===== src/rtl/cfg_sr_pkg.sv =====
// Shared sizes and static-loader state encoding for the configuration shift-register driver.
package cfg_sr_pkg;

  localparam int SIZESRSTAT_DEF = 88;
  localparam int SIZESRDYN_DEF  = 16;

  typedef enum logic [1:0] {
    S_IDLE  = 2'b00,
    S_SHIFT = 2'b01,
    S_LATCH = 2'b10
  } stat_state_t;

endpackage


===== src/rtl/sr_serializer.sv =====
// Parallel-load MSB-first serializer: a bit shifted in cycle N appears on sdo/sr_en in cycle N+1.
// A load and a shift in the same cycle emit the first bit of the newly loaded word; count saturates at WIDTH.
module sr_serializer #(
  parameter int WIDTH = 16
) (
  input  logic             clk,
  input  logic             rst,
  input  logic             load,
  input  logic [WIDTH-1:0] load_word,
  input  logic             shift,
  output logic             sdo,
  output logic             sr_en,
  output logic             done
);

  localparam int CW = $clog2(WIDTH + 1);
  localparam logic [CW-1:0] FULL = CW'(WIDTH);

  logic [WIDTH-1:0] shreg;
  logic [WIDTH-1:0] src;
  logic [CW-1:0]    count;
  logic [CW-1:0]    cnt_base;

  // A load restarts the frame in the same cycle, so the shift sees the fresh word and a zero count.
  always_comb begin
    src      = load ? load_word : shreg;
    cnt_base = load ? '0 : count;
  end

  assign done = (count == FULL);

  always_ff @(posedge clk or posedge rst) begin
    if (rst) begin
      shreg <= '0;
      count <= '0;
      sdo   <= 1'b0;
      sr_en <= 1'b0;
    end else if (shift && (cnt_base < FULL)) begin
      sdo   <= src[WIDTH-1];
      sr_en <= 1'b1;
      shreg <= {src[WIDTH-2:0], 1'b0};
      count <= cnt_base + CW'(1);
    end else begin
      sdo   <= 1'b0;
      sr_en <= 1'b0;
      shreg <= src;
      count <= cnt_base;
    end
  end

endmodule


===== src/rtl/cfg_sr_driver.sv =====
// Serialises dynamic/static detector config words behind the sequencing FSM; 1 cycle from phase to bit.
// One-entry dynamic holding buffer (dyn_ready = empty); stat_load is ignored while a static load is busy.
module cfg_sr_driver
  import cfg_sr_pkg::*;
#(
  parameter int SIZESRSTAT = SIZESRSTAT_DEF,
  parameter int SIZESRDYN  = SIZESRDYN_DEF
) (
  input  logic                  CLK,
  input  logic                  RST,
  input  logic                  sel_dyn,
  input  logic                  sel_stat,
  input  logic                  en_fin,
  input  logic [SIZESRDYN-1:0]  dyn_word,
  input  logic                  dyn_valid,
  output logic                  dyn_ready,
  input  logic [SIZESRSTAT-1:0] stat_word,
  input  logic                  stat_load,
  output logic                  stat_busy,
  output logic                  sdo_dyn,
  output logic                  sr_en_dyn,
  output logic                  latch_dyn,
  output logic                  sdo_stat,
  output logic                  sr_en_stat,
  output logic                  latch_stat,
  output logic                  underrun,
  output logic                  short_frame
);

  logic                 dyn_phase;
  logic                 dyn_phase_q;
  logic                 start;
  logic                 accept;
  logic                 hold_full;
  logic [SIZESRDYN-1:0] hold_word;
  logic [SIZESRDYN-1:0] last_word;
  logic [SIZESRDYN-1:0] dyn_load_word;
  logic                 dyn_done;

  assign dyn_phase     = sel_dyn & ~en_fin;
  assign start         = dyn_phase & ~dyn_phase_q;
  assign dyn_ready     = ~hold_full;
  assign accept        = dyn_valid & dyn_ready;
  // With nothing queued the previous frame is repeated so the detector keeps a known setting.
  assign dyn_load_word = hold_full ? hold_word : last_word;

  always_ff @(posedge CLK or posedge RST) begin
    if (RST) begin
      dyn_phase_q <= 1'b0;
      hold_full   <= 1'b0;
      hold_word   <= '0;
      last_word   <= '0;
      underrun    <= 1'b0;
      latch_dyn   <= 1'b0;
      short_frame <= 1'b0;
    end else begin
      dyn_phase_q <= dyn_phase;
      underrun    <= start & ~hold_full;
      latch_dyn   <= sel_stat;
      short_frame <= sel_stat & ~dyn_done;
      if (start && hold_full) begin
        last_word <= hold_word;
        hold_full <= 1'b0;
      end else if (accept) begin
        hold_word <= dyn_word;
        hold_full <= 1'b1;
      end
    end
  end

  sr_serializer #(.WIDTH(SIZESRDYN)) u_dyn_ser (
    .clk       (CLK),
    .rst       (RST),
    .load      (start),
    .load_word (dyn_load_word),
    .shift     (dyn_phase),
    .sdo       (sdo_dyn),
    .sr_en     (sr_en_dyn),
    .done      (dyn_done)
  );

  stat_state_t state;
  stat_state_t state_next;
  logic        stat_capture;
  logic        stat_shift;
  logic        stat_done;

  always_ff @(posedge CLK or posedge RST) begin
    if (RST) begin
      state <= S_IDLE;
    end else begin
      state <= state_next;
    end
  end

  // Static bits only move in the idle window between dynamic frames.
  always_comb begin
    state_next   = state;
    stat_capture = 1'b0;
    stat_shift   = 1'b0;
    stat_busy    = 1'b1;
    latch_stat   = 1'b0;
    unique case (state)
      S_IDLE: begin
        stat_busy    = 1'b0;
        stat_capture = stat_load;
        if (stat_load) begin
          state_next = S_SHIFT;
        end
      end
      S_SHIFT: begin
        stat_shift = ~sel_dyn & ~sel_stat;
        if (stat_done) begin
          state_next = S_LATCH;
        end
      end
      S_LATCH: begin
        latch_stat = 1'b1;
        state_next = S_IDLE;
      end
      default: begin
        state_next = S_IDLE;
      end
    endcase
  end

  sr_serializer #(.WIDTH(SIZESRSTAT)) u_stat_ser (
    .clk       (CLK),
    .rst       (RST),
    .load      (stat_capture),
    .load_word (stat_word),
    .shift     (stat_shift),
    .sdo       (sdo_stat),
    .sr_en     (sr_en_stat),
    .done      (stat_done)
  );

endmodule


===== config.mk =====
export PLATFORM = sky130hd
export DESIGN_NAME = cfg_sr_driver
export DESIGN_NICKNAME = d
export VERILOG_FILES = /design/src/rtl/cfg_sr_pkg.sv /design/src/rtl/sr_serializer.sv /design/src/rtl/cfg_sr_driver.sv
export SDC_FILE = /design/constraint.sdc
export NUM_CORES = 1
export LEC_CHECK = 0
export ABC_CLOCK_PERIOD_IN_PS = 5000
export CORE_ASPECT_RATIO = 1.2
export CORE_MARGIN = 1.5
export CORE_UTILIZATION = 48
export CTS_CLUSTER_SIZE = 14
export DETAILED_ROUTE_END_ITERATION = 8
export GPL_TIMING_DRIVEN = 0
export PLACE_DENSITY = 0.76
export REMOVE_ABC_BUFFERS = 1
export SETUP_SLACK_MARGIN = 0.2
export SYNTH_ARGS = -nofsm -noshare
export SYNTH_HDL_FRONTEND = slang
export SYNTH_SLANG_ARGS = --single-unit

===== constraint.sdc =====
create_clock -name CLK -period 5 [get_ports CLK]
set_input_delay 0.75 -clock CLK [delete_from_list [all_inputs] [get_ports CLK]]
set_output_delay 0.75 -clock CLK [all_outputs]
set_load 0.02 [all_outputs]

* Word-level counts from Yosys, hierarchy flattened *
Index checks and enable logic that the tools add are counted.
Widths: inputs -> output; s select.

storage, ports and cells
  bits in registers = 159
  input bits = 111
  output and inout port bits = 10
  logic and storage cells = 68

cells by class
  add/subtract/negate cells = 2
  magnitude comparators = 2
  equality and inequality tests = 6
  multiplexer cells = 22
  bitwise logic cells = 13
  reductions and logical operators = 7

operators with widths
  operator             count
  $mux 88              2
  $mux 16              3
  $mux 7               2
  $mux 1               10
  $mux 5               2
  $add 7x1->7 const B  1
  $eq 7x7->1 const B   1
  $lt 7x7->1 const B   1
  $not 1->1            7
  $and 1x1->1          6
  $add 5x1->5 const B  1
  $eq 5x5->1 const B   1
  $lt 5x5->1 const B   1
  $mux 2               2
  $ne 2x2->1 const B   2
  $pmux 2 s2           1
  $reduce_and 2->1     2
  $logic_and 1x1->1    3
  $eq 2x1->1 const B   1
  $eq 2x2->1 const B   1
  $logic_not 2->1      1
  $reduce_bool 2->1    1

* Logic depth before layout (Yosys ltp) *
Gate-level depths: netlist of run 1.

  depth in word-level cells = 7
  depth in mapped cells = 8
  mapped depth without buffers = 6

* Cells and area by module *
A second synthesis of run 1 with hierarchy kept.

unflattened totals
  cells, all modules = 474
  area, all modules = 7855.0 um^2

modules (own cells, without submodules)
  module                      times used  cells each  area each (um^2)  seq. area each (um^2)
  sr_serializer (u_stat_ser)  1           243         4832.1            2427.3
  cfg_sr_driver               1           112         1776.7            975.9
  sr_serializer (u_dyn_ser)   1           119         1246.2            575.6

* Worst setup path after synthesis of run 1 *
OpenSTA, ideal clock, no wires.

  kind = input port to flip-flop
  start point = input port stat_load
  end point = register u_stat_ser.count[4]
  library setup time = 0.126 ns
  arrival time = 2.052 ns
  required time = 4.874 ns
  slack = 2.822 ns
  stages on the path = 8
  path buffers = 2
  path through = or3b_1 clkbuf_1 buf_2 nand2_1 inv_1 ha_1 a41o_1 o311a_1

on the way
  word-level cells in the longest chain between the ends = 5
  elaborated cells on any way between the ends = 6
  classes of those cells = 1 x add/sub; 1 x order compare; 3 x mux; 1 x reduce/logical

ends and longest elaborated chain
  item                  RTL line              source
  from (decl)           cfg_sr_driver.sv:18   input logic stat_load,
  $mux 1 (*)            cfg_sr_driver.sv:103  unique case (state)
  $mux 7 (*)            sr_serializer.sv:27   cnt_base = load ? '0 : count;
  $lt 7x7->1            sr_serializer.sv:38   end else if (shift && (cnt_base < FULL)) begin
  $logic_and 1x1->1     sr_serializer.sv:38
  $mux 7 (*)            sr_serializer.sv:38
  to (signal assigned)  sr_serializer.sv:42   count <= cnt_base + CW'(1);
  to (signal assigned)  sr_serializer.sv:47   count <= cnt_base;
  to (decl)             sr_serializer.sv:21   logic [CW-1:0] count;

Mark *: on every way between the ends. The rest lies on a longest branch, timed or not.
A chain may end at the register's enable or synchronous reset.

* Final worst setup path of run 1 *
Ends and elaborated chain as after synthesis.

==> run_results.csv, run 1 <==
group,metric,value,unit
layout,antennaDiodeCount,0,
setup_path,setup.worst_path.end_class,"flip-flop",
clocking,postCtsHoldBufs,0,
sta,fin_crit,2900,ps
flow_run,max_cap_violations,0,
clocking,clock_sinks,159,
sta,tightestPinTransition,1040,ps
pwr,p_leak,4.60,nW
grt,met1_usage,0.223,
die,initial_core_util,0.488,
die,ios,121,
placed_design,gp_congestion,0.826,
layout,final_area,0.00928,sq mm
clocking,cts_setup_buffers,0,
setup_path,crit_chain,"clkdlybuf4s50_1 > or3b_4 > buf_16 > nand2_1 > inv_1 > ha_1 > nand3_1 > o311a_1",
setup_path,cp.required,5310,ps
clocking,htreeDepth,4,
grt,grt_max_degree,91,
pwr,power.density,477,mW/mm^2
grt,overflow,0,
yosys,syn_area,0.00730,sq mm
clocking,tritoncts,"done",
setup_path,critPathLaunchType,"input pin",
routing,drt-total-wl,14000,um
hold_path,hp-class,"reg2reg",
setup_path,critical_path_arrival,3210,ps
yosys,ys_seq_elements,159,
sta,slew_viol_final,0,
sta,skew,7.99,ps
grt,grt_pass1_wl,23200,um
placed_design,place_hpwl,9450,um
pwr,vdd_drop_max,0.281,mV
sta,fin_setup_tns,0,ps
placed_design,postPlaceCellArea,0.00863,sq mm
yosys,netlist_instances,518,
layout,syn_to_final_growth,27.1,%
die,core_area,0.0150,sq mm
sta,setup_viol,0,
setup_path,cp_top_family,"simple AND/OR/NAND/NOR gates",
sta,maxSlewHeadroom,0.305,
setup_path,critical_path_class,"in2reg",
routing,drc,0,
grt,use_met2,0.310,
layout,drive_gt1_frac,0.133,
routing,drt_iter0_drc,163,
grt,gr-usage-met3,0.0557,
placed_design,numPortBuffers,120,
yosys,synth_area_leaders,"dfrtp_1 (54%), mux2i_1 (29%), mux2_2 (6.3%), mux2_1 (1.1%), buf_4 (0.93%)",
setup_path,cp_num_buf_inv,3,
routing,route.detailed.wl_per_inst,16.5,um
grt,antenna_found_initial,0,
setup_path,cp_slowest_cell,"or3b_4",
sta,timing_hold_violations_final,0,
yosys,yosys.area.top_type_share,0.545,
grt,grt_use_total,0.186,
die,fp-row-count,49,
yosys,synth_top_area_cell,"dfrtp_1",
yosys,synth.avg_cell_area,14.1,sq um
die,fp.dieW,116,um
sta,fmax,345,MHz
routing,firstDrtPassIters,4,
yosys,synth_cell_types,48,
clocking,cts_max_path_buffers,2,
layout,layout_common_cells,"mux2i_1 (209), dfrtp_1 (159), clkdlybuf4s50_1 (120), mux2_2 (41), clkbuf_16 (17)",
die,die_area,0.0160,sq mm
setup_path,worstPathMaxFanout,52,
clocking,ctsResizeCount,0,
layout,final_common_cell,"mux2i_1",
grt,first_global_vias,4796,
yosys,ys_seq_area_frac,0.545,
setup_path,slowest_delay,830,ps
die,die_h,138,um
grt,grt.busiest_layer,"met2",
layout,final_nets,747,
sta,fin_crit_sh,0.580,
sta,rsz0062_at_grt,"no",
clocking,root_buffer,"clkbuf_16",
layout,fin_util,0.621,
routing,routed_via_density,5.27,
routing,route.vias.total,4489,
routing,ant_nets,0,
clocking,cts_buffers,17,
yosys,ys_warn_count,0,
clocking,clk_pin_slew,60,ps
clocking,clk_latency,430,ps
outcome,status,"completed",
-- cells by family (layout without fill, tap and decap cells) --
kind of cell / Yosys count / count (layout) / share of synthesized area
xor+xnor: 2 / 2 / 0.00240
fa+ha+maj: 2 / 2 / 0.00343
compound gates: 18 / 18 / 0.0180
buf+inv: 36 / 165 / 0.0343
mux: 257 / 257 / 0.361
flops: 159 / 159 / 0.545
simple gates: 44 / 44 / 0.0365
-- metrics by stage --
| step | power, mW | setup slack [ps] | hold slack, ps | instances |
|---|---|---|---|---|
| 2_1_floorplan | 2.77 | -41.6 | 450 | 490 |
| 3_3_place_gp | 3.02 | -1900 | 459 | 814 |
| 3_5_place_dp | 3.12 | 1520 | 475 | 818 |
| 4_1_cts | 4.50 | 1960 | 488 | 850 |
| 5_1_grt | 4.70 | 1950 | 498 | 851 |
| 6_report | 4.43 | 2100 | 484 | 851 |
-- cells in the mapped netlist, drive strengths merged --
cell type / number
nor2: 7
o311ai: 1
or3: 1
a21boi: 2
clkbuf: 2
or3b: 2
o311a: 1
o21ai: 3
nor4b: 1
ha: 2
nor3b: 2
a41o: 1
o211ai: 2
and2: 3
nand2b: 3
and3: 2
o31ai: 1
a31oi: 1
a21o: 1
inv: 8
nand2: 9
mux2: 48
nand3: 3
mux2i: 209
nand3b: 1
xor2: 1
buf: 26
and4b: 1
xnor2: 1
nor2b: 4
dfrtp: 159
nor3: 1
or4: 1
nor4: 2
or2: 1
a21oi: 3
a41oi: 2
-- worst paths after layout --
| path | from | endpoint | slack [ps] | depth (start not counted) |
|---|---|---|---|---|
| min | last_word[2]$_DFFE_PP0P_ | last_word[2]$_DFFE_PP0P_ | 480 | 1 |
| max reg2reg | state[1]$_DFFE_PP0P_ | u_stat_ser.count[4]$_DFF_PP0_ | 2480 | 7 |
| max in group asynchronous | RST | u_stat_ser.count[3]$_DFF_PP0_ | 3360 | 3 |
| min in group asynchronous | RST | hold_word[7]$_DFFE_PP0P_ | 800 | 2 |
| min reg2reg | last_word[2]$_DFFE_PP0P_ | last_word[2]$_DFFE_PP0P_ | 480 | 1 |
| max | stat_load | u_stat_ser.count[4]$_DFF_PP0_ | 2100 | 8 |
-- area by class of cell --
type / count / area [sq um]
Clock buffer: 20 / 437
Clock inverter: 12 / 184
Fill cell: 1236 / 5680
Inverter: 8 / 40.0
Multi-Input combinational cell: 323 / 3080
Sequential cell: 159 / 3980
Tap cell: 204 / 255
Timing Repair Buffer: 125 / 1310
-- layer usage --
metal / vias to the layer above / share of wire
met5: - / 0
met4: 0 / 0.017
met3: 22 / 0.062
met2: 122 / 0.50
met1: 2246 / 0.42
li1: 2099 / -
-- state kept, by name, indices dropped and copies added, names as in the netlist, 2 cells and up --
register / count
state: 2
u_stat_ser.shreg: 88
u_stat_ser.count: 7
u_dyn_ser.shreg: 16
u_dyn_ser.count: 5
hold_word: 16
last_word: 16
-- power breakdown --
group | leakage (nW) | internal (mW) | total, mW | switching [mW]
Combinational | 2.30 | 0.584 | 1.05 | 0.471
Sequential | 2.01 | 1.79 | 2.02 | 0.230
Clock | 0.295 | 0.839 | 1.35 | 0.513
Total | 4.60 | 3.22 | 4.43 | 1.21
Note: power is estimated with default switching activity, not from simulation.
==> inputs of run 2 (changes only) <==
Settings changed: ABC_CLOCK_PERIOD_IN_PS 5000 to 3000, CORE_UTILIZATION 48 to 53, PLACE_DENSITY 0.76 to 0.79.
Clock period 5 ns to 3 ns, I/O delays scaled along.
==> run_results.csv, run 2 (same netlist as run 1, synthesis figures left out) <==
group,metric,value,unit
outcome,status,"completed",
clocking,clock_sinks,159,
die,fp.dieW,110,um
routing,ant_nets,0,
setup_path,cp.required,2550,ps
layout,fillers,970,
die,ios,121,
sta,slew_viol_final,0,
setup_path,setup.worst_path.end_class,"primary output",
pwr,p_leak,4.60,nW
grt,antenna_found_initial,0,
clocking,cts_max_path_buffers,2,
layout,layout_common_cells,"mux2i_1 (209), dfrtp_1 (159), clkdlybuf4s50_1 (120), mux2_2 (41), clkbuf_16 (17)",
clocking,root_buffer,"clkbuf_16",
layout,antennaDiodeCount,0,
grt,overflow,0,
routing,firstDrtPassIters,4,
clocking,htreeDepth,4,
clocking,cts_setup_buffers,0,
layout,largest_reg_flops,88,
pwr,power.density,816,mW/mm^2
sta,fin_crit_sh,0.870,
routing,route.top_layer_used,"met4",
die,core_area,0.0134,sq mm
routing,drt-total-wl,13600,um
placed_design,dp_slack,-214,ps
placed_design,place_inst,781,
grt,first_global_vias,4839,
die,die_area,0.0145,sq mm
layout,final_nets,745,
layout,drive_gt1_frac,0.135,
sta,fin_setup_tns,0,ps
clocking,cts_buffers,17,
setup_path,worstPathMaxFanout,21,
placed_design,numPortBuffers,120,
die,initial_core_util,0.547,
sta,fin_crit,2610,ps
setup_path,critPathLaunchType,"flip-flop",
setup_path,critical_path_class,"reg2out",
sta,tightestPinTransition,988,ps
setup_path,reg2reg_slack,590,ps
clocking,tritoncts,"done",
routing,drt_iter0_drc,162,
sta,skew,5.10,ps
routing,wirelength_met1,5760,um
layout,top_register,"u_stat_ser.shreg",
routing,met2_length,6770,um
sta,fmax,383,MHz
die,die_h,132,um
placed_design,gp_congestion,0.799,
sta,rsz0062_at_grt,"no",
flow_run,max_cap_violations,0,
routing,drc,0,
setup_path,critical_path_arrival,2160,ps
placed_design,place_hpwl,9110,um
pwr,finalPower,7.55,mW
clocking,clk_latency,420,ps
layout,syn_to_final_growth,26.8,%
clocking,clk_pin_slew,60,ps
sta,final.setup.worst_slack,390,ps
sta,timing_hold_violations_final,0,
sta,maxSlewHeadroom,0.342,
grt,grt_max_degree,92,
routing,routed_via_density,5.38,
grt,grt_pass1_wl,22600,um
die,fp-row-count,46,
layout,stdcell_count,813,
pwr,vdd_drop_max,0.664,mV
hold_path,hp-class,"reg2reg",
routing,route.vias.total,4377,
sta,setup_viol,0,
routing,route.detailed.wl_per_inst,16.7,um
layout,final_common_cell,"mux2i_1",
routing,wl_met3,858,um
grt,grt_use_total,0.202,
==> run 2: metal layers <==
metal | up-vias | track usage
met5 | - | 0
met4 | 0 | 0.0719
met3 | 23 | 0.0650
met2 | 97 | 0.337
met1 | 2162 | 0.240
li1 | 2095 | -
==> run 2: final cells by class <==
class,instances,area [sq um],share of cell area
well taps,168,210,0.0227
inverters,8,40.0,0.00432
clock buffers,18,439,0.0474
flip-flops and latches,159,3980,0.430
clock inverters,14,239,0.0258
multi-input cells,323,3090,0.334
repair buffers,123,1260,0.136
==> run 2: worst max-delay path: stages (launching register included) <==
cell	delay (ps)
dfrtp_1	910
inv_1	230
clkdlybuf4s50_1	600
==> run 2: what timing repair did <==
action                                  in CTS  in global routing
hold buffers                                 0                  0
gates resized for setup                      1                  1
endpoints found under the setup margin       3                 87
==> run 2: path summary, 6_finish.rpt <==
check	endpoint	cells after the start	start
max	dyn_ready	2	hold_full$_DFFE_PP0P_
max in group asynchronous	u_stat_ser.sdo$_DFF_PP0_	3	RST
min reg2reg	last_word[3]$_DFFE_PP0P_	1	last_word[3]$_DFFE_PP0P_
min	last_word[3]$_DFFE_PP0P_	1	last_word[3]$_DFFE_PP0P_
max reg2reg	last_word[9]$_DFFE_PP0P_	3	hold_full$_DFFE_PP0P_
min in group asynchronous	hold_word[6]$_DFFE_PP0P_	2	RST
==> run 2: per-stage QoR <==
stage | cell area [sq um] | util | hold slack (ps)
floorplan | 7080 | - | 450
global placement | 8500 | 0.636 | 462
detailed placement | 8570 | 0.642 | 475
CTS | 9260 | 0.693 | 489
global route | 9260 | 0.693 | 511
finish | 9260 | 0.693 | 486
==> run 2: power by group <==
group | internal (mW) | switching, mW | leakage (nW)
sequential | 2.99 | 0.373 | 2.01
clock | 1.58 | 0.851 | 0.310
combinational | 0.968 | 0.791 | 2.28
total | 5.54 | 2.01 | 4.60
